==> config.mk <==
export PLATFORM = sky130hd
export DESIGN_NAME = ascii_dec2bin
export DESIGN_NICKNAME = d
export VERILOG_FILES = /design/src/rtl/ascii_dec2bin.sv
export SDC_FILE = /design/constraint.sdc
export NUM_CORES = 1
export LEC_CHECK = 0
export ABC_AREA = 0
export CORE_MARGIN = 4
export CORE_UTILIZATION = 50
export CTS_BUF_LIST = sky130_fd_sc_hd__clkbuf_8
export CTS_CLUSTER_DIAMETER = 120
export DETAILED_ROUTE_END_ITERATION = 7
export HOLD_SLACK_MARGIN = 0.1
export PLACE_DENSITY = 0.81
export REMOVE_ABC_BUFFERS = 1
export SYNTH_ARGS = -nofsm -noshare
export SYNTH_HDL_FRONTEND = slang
export SYNTH_SLANG_ARGS = --single-unit
==> constraint.sdc <==
create_clock -name CLOCK -period 3.54 [get_ports CLOCK]
set_clock_uncertainty 0.1 [all_clocks]
set_input_delay 1.062 -clock CLOCK [delete_from_list [all_inputs] [get_ports CLOCK]]
set_output_delay 1.062 -clock CLOCK [all_outputs]
set_load 0.02 [all_outputs]
==> src/rtl/ascii_dec2bin.sv <==
// rtl/ascii_dec2bin.sv - ASCII decimal token parser producing one binary value per token
// Digits accumulate as acc*10+d; any non-digit byte closes a non-empty token.
module ascii_dec2bin #(
    parameter int WIDTH = 32
) (
    input  logic             CLOCK,
    input  logic             RESET,
    input  logic [7:0]       IN_DATA,
    input  logic             IN_VALID,
    output logic             IN_READY,
    output logic [WIDTH-1:0] OUT_VALUE,
    output logic [4:0]       OUT_DIGITS,
    output logic             OUT_OVERFLOW,
    output logic             OUT_VALID,
    input  logic             OUT_READY
);

    typedef enum logic [1:0] {
        S_IDLE  = 2'd0,
        S_ACCUM = 2'd1,
        S_DONE  = 2'd2
    } state_t;

    state_t           state_q, state_d;
    logic [WIDTH-1:0] acc_q, acc_d;
    logic [4:0]       cnt_q, cnt_d;
    logic             ovf_q, ovf_d;
    logic [WIDTH-1:0] out_value_q, out_value_d;
    logic [4:0]       out_digits_q, out_digits_d;
    logic             out_ovf_q, out_ovf_d;

    logic             in_fire;
    logic             is_digit;
    logic [3:0]       digit;
    logic [WIDTH+3:0] acc_ext;
    logic [WIDTH+3:0] prod;
    logic             prod_ovf;
    logic [4:0]       cnt_inc;

    assign OUT_VALID    = (state_q == S_DONE);
    assign IN_READY     = !OUT_VALID;
    assign OUT_VALUE    = out_value_q;
    assign OUT_DIGITS   = out_digits_q;
    assign OUT_OVERFLOW = out_ovf_q;

    assign in_fire  = IN_VALID && IN_READY;
    assign is_digit = (IN_DATA >= 8'h30) && (IN_DATA <= 8'h39);
    assign digit    = IN_DATA[3:0];

    // acc*10 as (acc<<3)+(acc<<1); four guard bits catch any carry past WIDTH.
    assign acc_ext  = {4'b0000, acc_q};
    assign prod     = (acc_ext << 3) + (acc_ext << 1) + {{WIDTH{1'b0}}, digit};
    assign prod_ovf = (|prod[WIDTH+3:WIDTH]) || ovf_q;
    assign cnt_inc  = (cnt_q == 5'd31) ? cnt_q : cnt_q + 5'd1;

    always_comb begin
        state_d      = state_q;
        acc_d        = acc_q;
        cnt_d        = cnt_q;
        ovf_d        = ovf_q;
        out_value_d  = out_value_q;
        out_digits_d = out_digits_q;
        out_ovf_d    = out_ovf_q;
        case (state_q)
            S_IDLE: begin
                if (in_fire && is_digit) begin
                    acc_d   = {{(WIDTH-4){1'b0}}, digit};
                    cnt_d   = 5'd1;
                    ovf_d   = 1'b0;
                    state_d = S_ACCUM;
                end
            end
            S_ACCUM: begin
                if (in_fire) begin
                    if (is_digit) begin
                        cnt_d = cnt_inc;
                        if (prod_ovf) begin
                            ovf_d = 1'b1;
                            acc_d = {WIDTH{1'b1}};
                        end else begin
                            acc_d = prod[WIDTH-1:0];
                        end
                    end else begin
                        out_value_d  = acc_q;
                        out_digits_d = cnt_q;
                        out_ovf_d    = ovf_q;
                        state_d      = S_DONE;
                    end
                end
            end
            S_DONE: begin
                // Result registers keep their contents; only the working state clears.
                if (OUT_READY) begin
                    acc_d   = '0;
                    cnt_d   = '0;
                    ovf_d   = 1'b0;
                    state_d = S_IDLE;
                end
            end
            default: begin
                state_d = S_IDLE;
            end
        endcase
    end

    always_ff @(posedge CLOCK or posedge RESET) begin
        if (RESET) begin
            state_q      <= S_IDLE;
            acc_q        <= '0;
            cnt_q        <= '0;
            ovf_q        <= 1'b0;
            out_value_q  <= '0;
            out_digits_q <= '0;
            out_ovf_q    <= 1'b0;
        end else begin
            state_q      <= state_d;
            acc_q        <= acc_d;
            cnt_q        <= cnt_d;
            ovf_q        <= ovf_d;
            out_value_q  <= out_value_d;
            out_digits_q <= out_digits_d;
            out_ovf_q    <= out_ovf_d;
        end
    end

endmodule

==> run summary, run 1 <==
Status = complete, but fails checks
Failing checks = negative setup slack
Die area = 12800 sq um
Critical path startpoint category = primary input
EDFF count, synth = 0
Vias in the first global route = 4804
Vias per cell = 6.12
DIE WIDTH = 113 microns
Final worst path period need = 3.93 ns
Share of layout cells above drive strength 1 = 23.2%
Initial DRT Pass Iterations = 5
GR Util All Layers = 22.0%
Starting density of the core = 51.0%
Worst-path fanout max = 8
Routed WL per cell = 17.9 microns
Final period utilization = 111%
Mapped Area = 5510 sq um
Register area = 1950 sq um
Commonest cells after routing, fill and taps aside = dfrtp_1 (78), ha_1 (66), o21ai_0 (55)
Max_cap viols = 0
Largest area contributor in the netlist = dfrtp_1
Final WL = 14.3 mm
Synth warn = 0
ANT cells = 0
HPWL Detailed = 9.62 mm
CTS Buf Count = 9
Mux cell area share after synthesis = 8.52%
Root Buffer Master = clkbuf_8
Die Ht = 113 microns
Fill count = 814
Multi-input logic area = 3540 sq um
Commonest non-fill, non-tap cell in the layout = dfrtp_1
Post-Synth XOR/XNOR Area = 4.13%
I/O pin count = 52
Worst-path clk slew = 0.08 ns
Synth unique cells = 55
Gr ovfl total = 0
Synth Instances = 562
Initial antenna violation count = 0
Hold Path Class = reg2reg
Hold Crit Depth = 1
F_max = 255 MHz
# rows = 38
DR vias = 4897
Nets = 738
Clock Latency Late Sink = 0.37 ns
Post-synthesis async set-or-reset flop share = 100%
DRC = 0
Routed Antenna Nets = 0
Largest net degree at the start of global routing = 79
Htree depth = 3
Worst r2r path cells = 13
R2r startpoint = acc_q[16]$_DFFE_PP0P_
Core area = 10800 sq um
#FFs+latches synth = 78
Worst setup path startpoint = IN_DATA[3]
Area delta synth->final = 27.6%
Top cell type's share of synthesized area = 35.4%
Worst setup path class = in2reg
Post-synthesis average cell area = 9.80 sq um
DR iter-0 viols = 323
CTS tree = yes
Clk sinks = 78
Setup TNS = -11.73 ns
Fin. max-slew vios = 0
Post-Synth Simple-Gate Area = 11.4%
Post-synthesis compound-gate area fraction = 20.7%
Setup violators final = 33
Primary FF master, synth = dfrtp_1
Largest family of logic cells by synthesized area = compound AO/OA/AOI/OAI gates
Gpl congestion = 0.973
Seq/Total Area, Yosys = 35.4%
First-pass GRT wire length = 23.2 mm
Slew Limit Headroom = 61.0%
Final hold vios = 0
Post-synthesis adder-cell area fraction = 16.4%
Top cells by area, synth = dfrtp_1 (35%), ha_1 (16%), mux2_2 (8.0%)
Hold_sp = OUT_VALUE[30]$_DFFE_PP0P_
Clock Path Buffers = 2
Crit path capture type = register
Req. time, crit path = 3.68 ns
Least-Margin Pin Slew = 0.582 ns
Final worst slack = -0.388 ns
Port bufs = 51
RSZ-0062 raised after global routing = yes
Crit path arrival time = 4.07 ns
worst paths after layout:
check | slack, ns | end
min | 0.41 | OUT_VALUE[30]$_DFFE_PP0P_
min reg2reg | 0.41 | OUT_VALUE[30]$_DFFE_PP0P_
min in group asynchronous | 0.99 | OUT_VALUE[25]$_DFFE_PP0P_
max reg2reg | -0.06 | acc_q[26]$_DFFE_PP0P_
max in group asynchronous | 2.00 | acc_q[8]$_DFFE_PP0P_
max | -0.39 | acc_q[26]$_DFFE_PP0P_
registers in the layout, summed over array words and instances, names as in the netlist:
register      count
cnt_q             5
ovf_q             1
OUT_VALUE        32
OUT_OVERFLOW      1
state_q           2
acc_q            32
OUT_DIGITS        5
worst max-delay path, cell delays in order:
cell,delay [ns]
buf_6,0.10
fa_1,0.54
inv_2,0.05
fa_2,0.41
nor2b_4,0.16
o2111ai_4,0.15
a211oi_2,0.27
or3b_1,0.16
a21oi_2,0.07
o31ai_2,0.20
xor2_1,0.14
nor4_4,0.33
buf_12,0.18
clkbuf_16,0.16
a31oi_1,0.09
synth_stat cells (all sizes together) (3+ instances only):
cell type and number:
xnor2 11, and3 9, a21oi 35, nor2 25, clkbuf 23, a211oi 10, inv 14, o21a 4
nor2b 5, nor4 3, o21bai 6, dfrtp 78, ha 69, a221oi 3, o31ai 6, nand3 11
buf 4, a21o 9, a31oi 25, nand4 6, o21ai 57, xor2 15, mux2 39, o211ai 3
mux2i 3, nand2 37, nand2b 6, o22ai 3, nor3 14
per-stage QoR:
stage          cells  util (%)  setup slack [ns]  cell area, sq um  hold WS [ns]
6_report         800      65.1            -0.388              7030         0.405
5_1_grt          800      65.1            -0.487              7030         0.420
4_1_cts          796      64.1            -0.387              6920         0.410
3_5_place_dp     763      59.2             -1.36              6390         0.392
3_3_place_gp     763      59.2             -1.25              6390         0.388
2_1_floorplan    535         -             -1.25              5380         0.361
metal layers:
layer | wire length, microns | up-vias | track usage, %
met3 | 710 | 49 | 3.32
met1 | 6210 | 2377 | 28.9
met5 | 0 | - | 0
li1 | - | 2300 | -
met4 | 390 | 0 | 8.81
met2 | 7030 | 171 | 36.6
what timing repair did:
item	4_1_cts	5_1_grt
setup buffers	15	5
hold buffers	0	0
pin swaps	29	15
gates cloned	2	2
setup endpoints to repair	33	33
resized for setup	36	12
cells by family after synthesis:
logic type	count (synthesis)
compound gates	178
simple gates	126
flops	78
fa+ha+maj	71
mux	42
buf+inv	41
xor+xnor	26
area by class of cell:
type                            count  area share (%)
Multi-Input combinational cell    443            50.3
Timing Repair Buffer              109            14.9
Tap cell                          140            2.49
Inverter                           14           0.765
Clock inverter                      7            1.96
Clock buffer                        9            1.76
Sequential cell                    78            27.8
Power of run 1 is not shown: default switching activity piles up to over one toggle a cycle in this logic, so the estimate is an artifact.
==> run 2, diff against run 1 <==
==> constraint.sdc (replaced) <==
create_clock -name CLOCK -period 3.54 [get_ports CLOCK]
set_clock_uncertainty 0.1 [all_clocks]
set_input_delay 0.354 -clock CLOCK [delete_from_list [all_inputs] [get_ports CLOCK]]
set_output_delay 0.354 -clock CLOCK [all_outputs]
set_load 0.005 [all_outputs]
==> run summary, run 2 (synthesized netlist as in run 1, its figures left out) <==
Area delta synth->final = 24.6%
# rows = 38 (unchanged)
Fill count = 840 (+3.2%)
Final worst slack = -0.0263 ns (+0.362 ns)
Worst-path clk slew = 0.08 ns (about the same)
DR vias = 4880 (-0.35%)
Commonest cells after routing, fill and taps aside = dfrtp_1 (77), ha_1 (66), o21ai_0 (52)
Starting density of the core = 51.0% (unchanged)
Commonest non-fill, non-tap cell in the layout = dfrtp_1
Routed WL per cell = 17.8 microns (-0.54%)
Core area = 10800 sq um (unchanged)
Port bufs = 51 (unchanged)
Status = complete, but fails checks
ANT cells = 0 (unchanged)
DR iter-0 viols = 306 (-5.3%)
Post-place setup slack = -0.651 ns (+0.711 ns)
Failing checks = negative setup slack
Slew Limit Headroom = 41.1% (-20 points)
CTS Buf Count = 9 (unchanged)
Register area = 1950 sq um (about the same)
Worst r2r path cells = 13 (unchanged)
Final hold vios = 0 (unchanged)
RSZ-0062 raised after global routing = yes
Worst-path fanout max = 6 (-2)
Final worst path period need = 3.57 ns (-0.362 ns)
Req. time, crit path = 3.66 ns (-0.02 ns)
DRC = 0 (unchanged)
GR Util All Layers = 21.9% (-0.12 points)
Hold bufs inserted after CTS = 0 (unchanged)
Initial antenna violation count = 0 (unchanged)
Setup violators final = 24 (-27%)
Vias per cell = 6.19 (+1.0%)
Gr ovfl total = 0 (unchanged)
Clock Latency Late Sink = 0.37 ns (about the same)
HPWL Detailed = 9.32 mm (-3.1%)
Multi-input logic area = 3530 sq um (-0.21%)
First-pass GRT wire length = 22.8 mm (-2.0%)
Vias in the first global route = 4805 (+0.021%)
Clock Path Buffers = 2 (unchanged)
I/O pin count = 52 (unchanged)
Crit path capture type = register
Htree depth = 3 (unchanged)
Die Ht = 113 microns (unchanged)
Final period utilization = 101% (-10 points)
Gpl congestion = 0.979 (+0.57%)
F_max = 280 MHz (+10%)
Fin. max-slew vios = 0 (unchanged)
Crit path arrival time = 3.69 ns (-0.38 ns)
Least-Margin Pin Slew = 0.882 ns (+0.300 ns)
Root Buffer Master = clkbuf_8
Clk sinks = 78 (unchanged)
Max_cap viols = 0 (unchanged)
Initial DRT Pass Iterations = 5 (unchanged)
Critical path startpoint category = register
Routed Antenna Nets = 0 (unchanged)
Final WL = 14.1 mm (-1.9%)
Share of layout cells above drive strength 1 = 21.3% (-1.9 points)
Worst setup path class = reg2reg
Nets = 729 (-1.2%)
CTS tree = yes
Die area = 12800 sq um (unchanged)
Largest net degree at the start of global routing = 62 (-22%)
DIE WIDTH = 113 microns (unchanged)
Hold Path Class = in2async
==> run 2: repair_timing <==
action / CTS / global route
pin swaps: 19 / 22
gates cloned: 3 / 1
hold endpoints to repair: 0 / 0
gates resized for setup: 17 / 22
buffers inserted: 15 / 3
setup endpoints to repair: 33 / 33
==> run 2: area by class of cell <==
| cell class | count | share of cell area [%] |
|---|---|---|
| clock buffers | 9 | 1.81 |
| clock inverters | 5 | 0.766 |
| well taps | 140 | 2.55 |
| multi-input cells | 443 | 51.4 |
| inverters | 14 | 0.784 |
| repair buffers | 100 | 14.2 |
| flip-flops and latches | 78 | 28.5 |
==> run 2: worst paths after layout <==
path                                      startpoint                         to  slack, ns
setup / recovery               acc_q[18]$_DFFE_PP0P_      acc_q[24]$_DFFE_PP0P_      -0.03
hold / removal                                 RESET  OUT_DIGITS[2]$_DFFE_PP0P_       0.28
setup reg to reg               acc_q[18]$_DFFE_PP0P_      acc_q[24]$_DFFE_PP0P_      -0.03
hold reg to reg            OUT_VALUE[16]$_DFFE_PP0P_  OUT_VALUE[16]$_DFFE_PP0P_       0.41
max in group asynchronous                      RESET       acc_q[7]$_DFFE_PP0P_       2.42
min in group CLOCK                        IN_DATA[2]       acc_q[2]$_DFFE_PP0P_       0.37
==> run 2: through the flow <==
| step | hold slack (ns) | utilization (%) | instance area (sq um) | std cells | TNS [ns] |
|---|---|---|---|---|---|
| 6_report | 0.275 | 63.6 | 6860 | 789 | -0.277 |
| 5_1_grt | 0.335 | 63.6 | 6860 | 789 | -4.43 |
| 4_1_cts | 0.282 | 62.6 | 6750 | 788 | -2.98 |
| 3_5_place_dp | 0.391 | 58.6 | 6320 | 756 | -20.55 |
| 3_3_place_gp | 0.388 | 58.6 | 6320 | 756 | -17.46 |
| 2_1_floorplan | 0.361 | - | 5380 | 535 | -20.00 |
==> run 2: layer usage <==
layer | share of wire (%) | track usage (%) | wire (microns) | up-vias
met3 | 6.2 | 4.06 | 866 | 43
met2 | 48 | 36.9 | 6710 | 203
met1 | 43 | 27.5 | 6010 | 2355
li1 | - | - | - | 2279
met5 | 0 | 0 | 0 | -
met4 | 3.4 | 9.54 | 480 | 0
==> run 2: critical path, stage by stage, from the launching register on <==
cell       delay (ns)
dfrtp_1          0.44
ha_1             0.32
ha_1             0.40
o21ai_0          0.13
nor2_1           0.10
or3b_4           0.39
a221oi_4         0.31
nor3_2           0.09
a2111oi_4        0.30
xnor2_2          0.14
nor4_4           0.28
buf_6            0.19
clkbuf_16        0.15
a31oi_1          0.08
Power of run 2 is left out for the same reason.
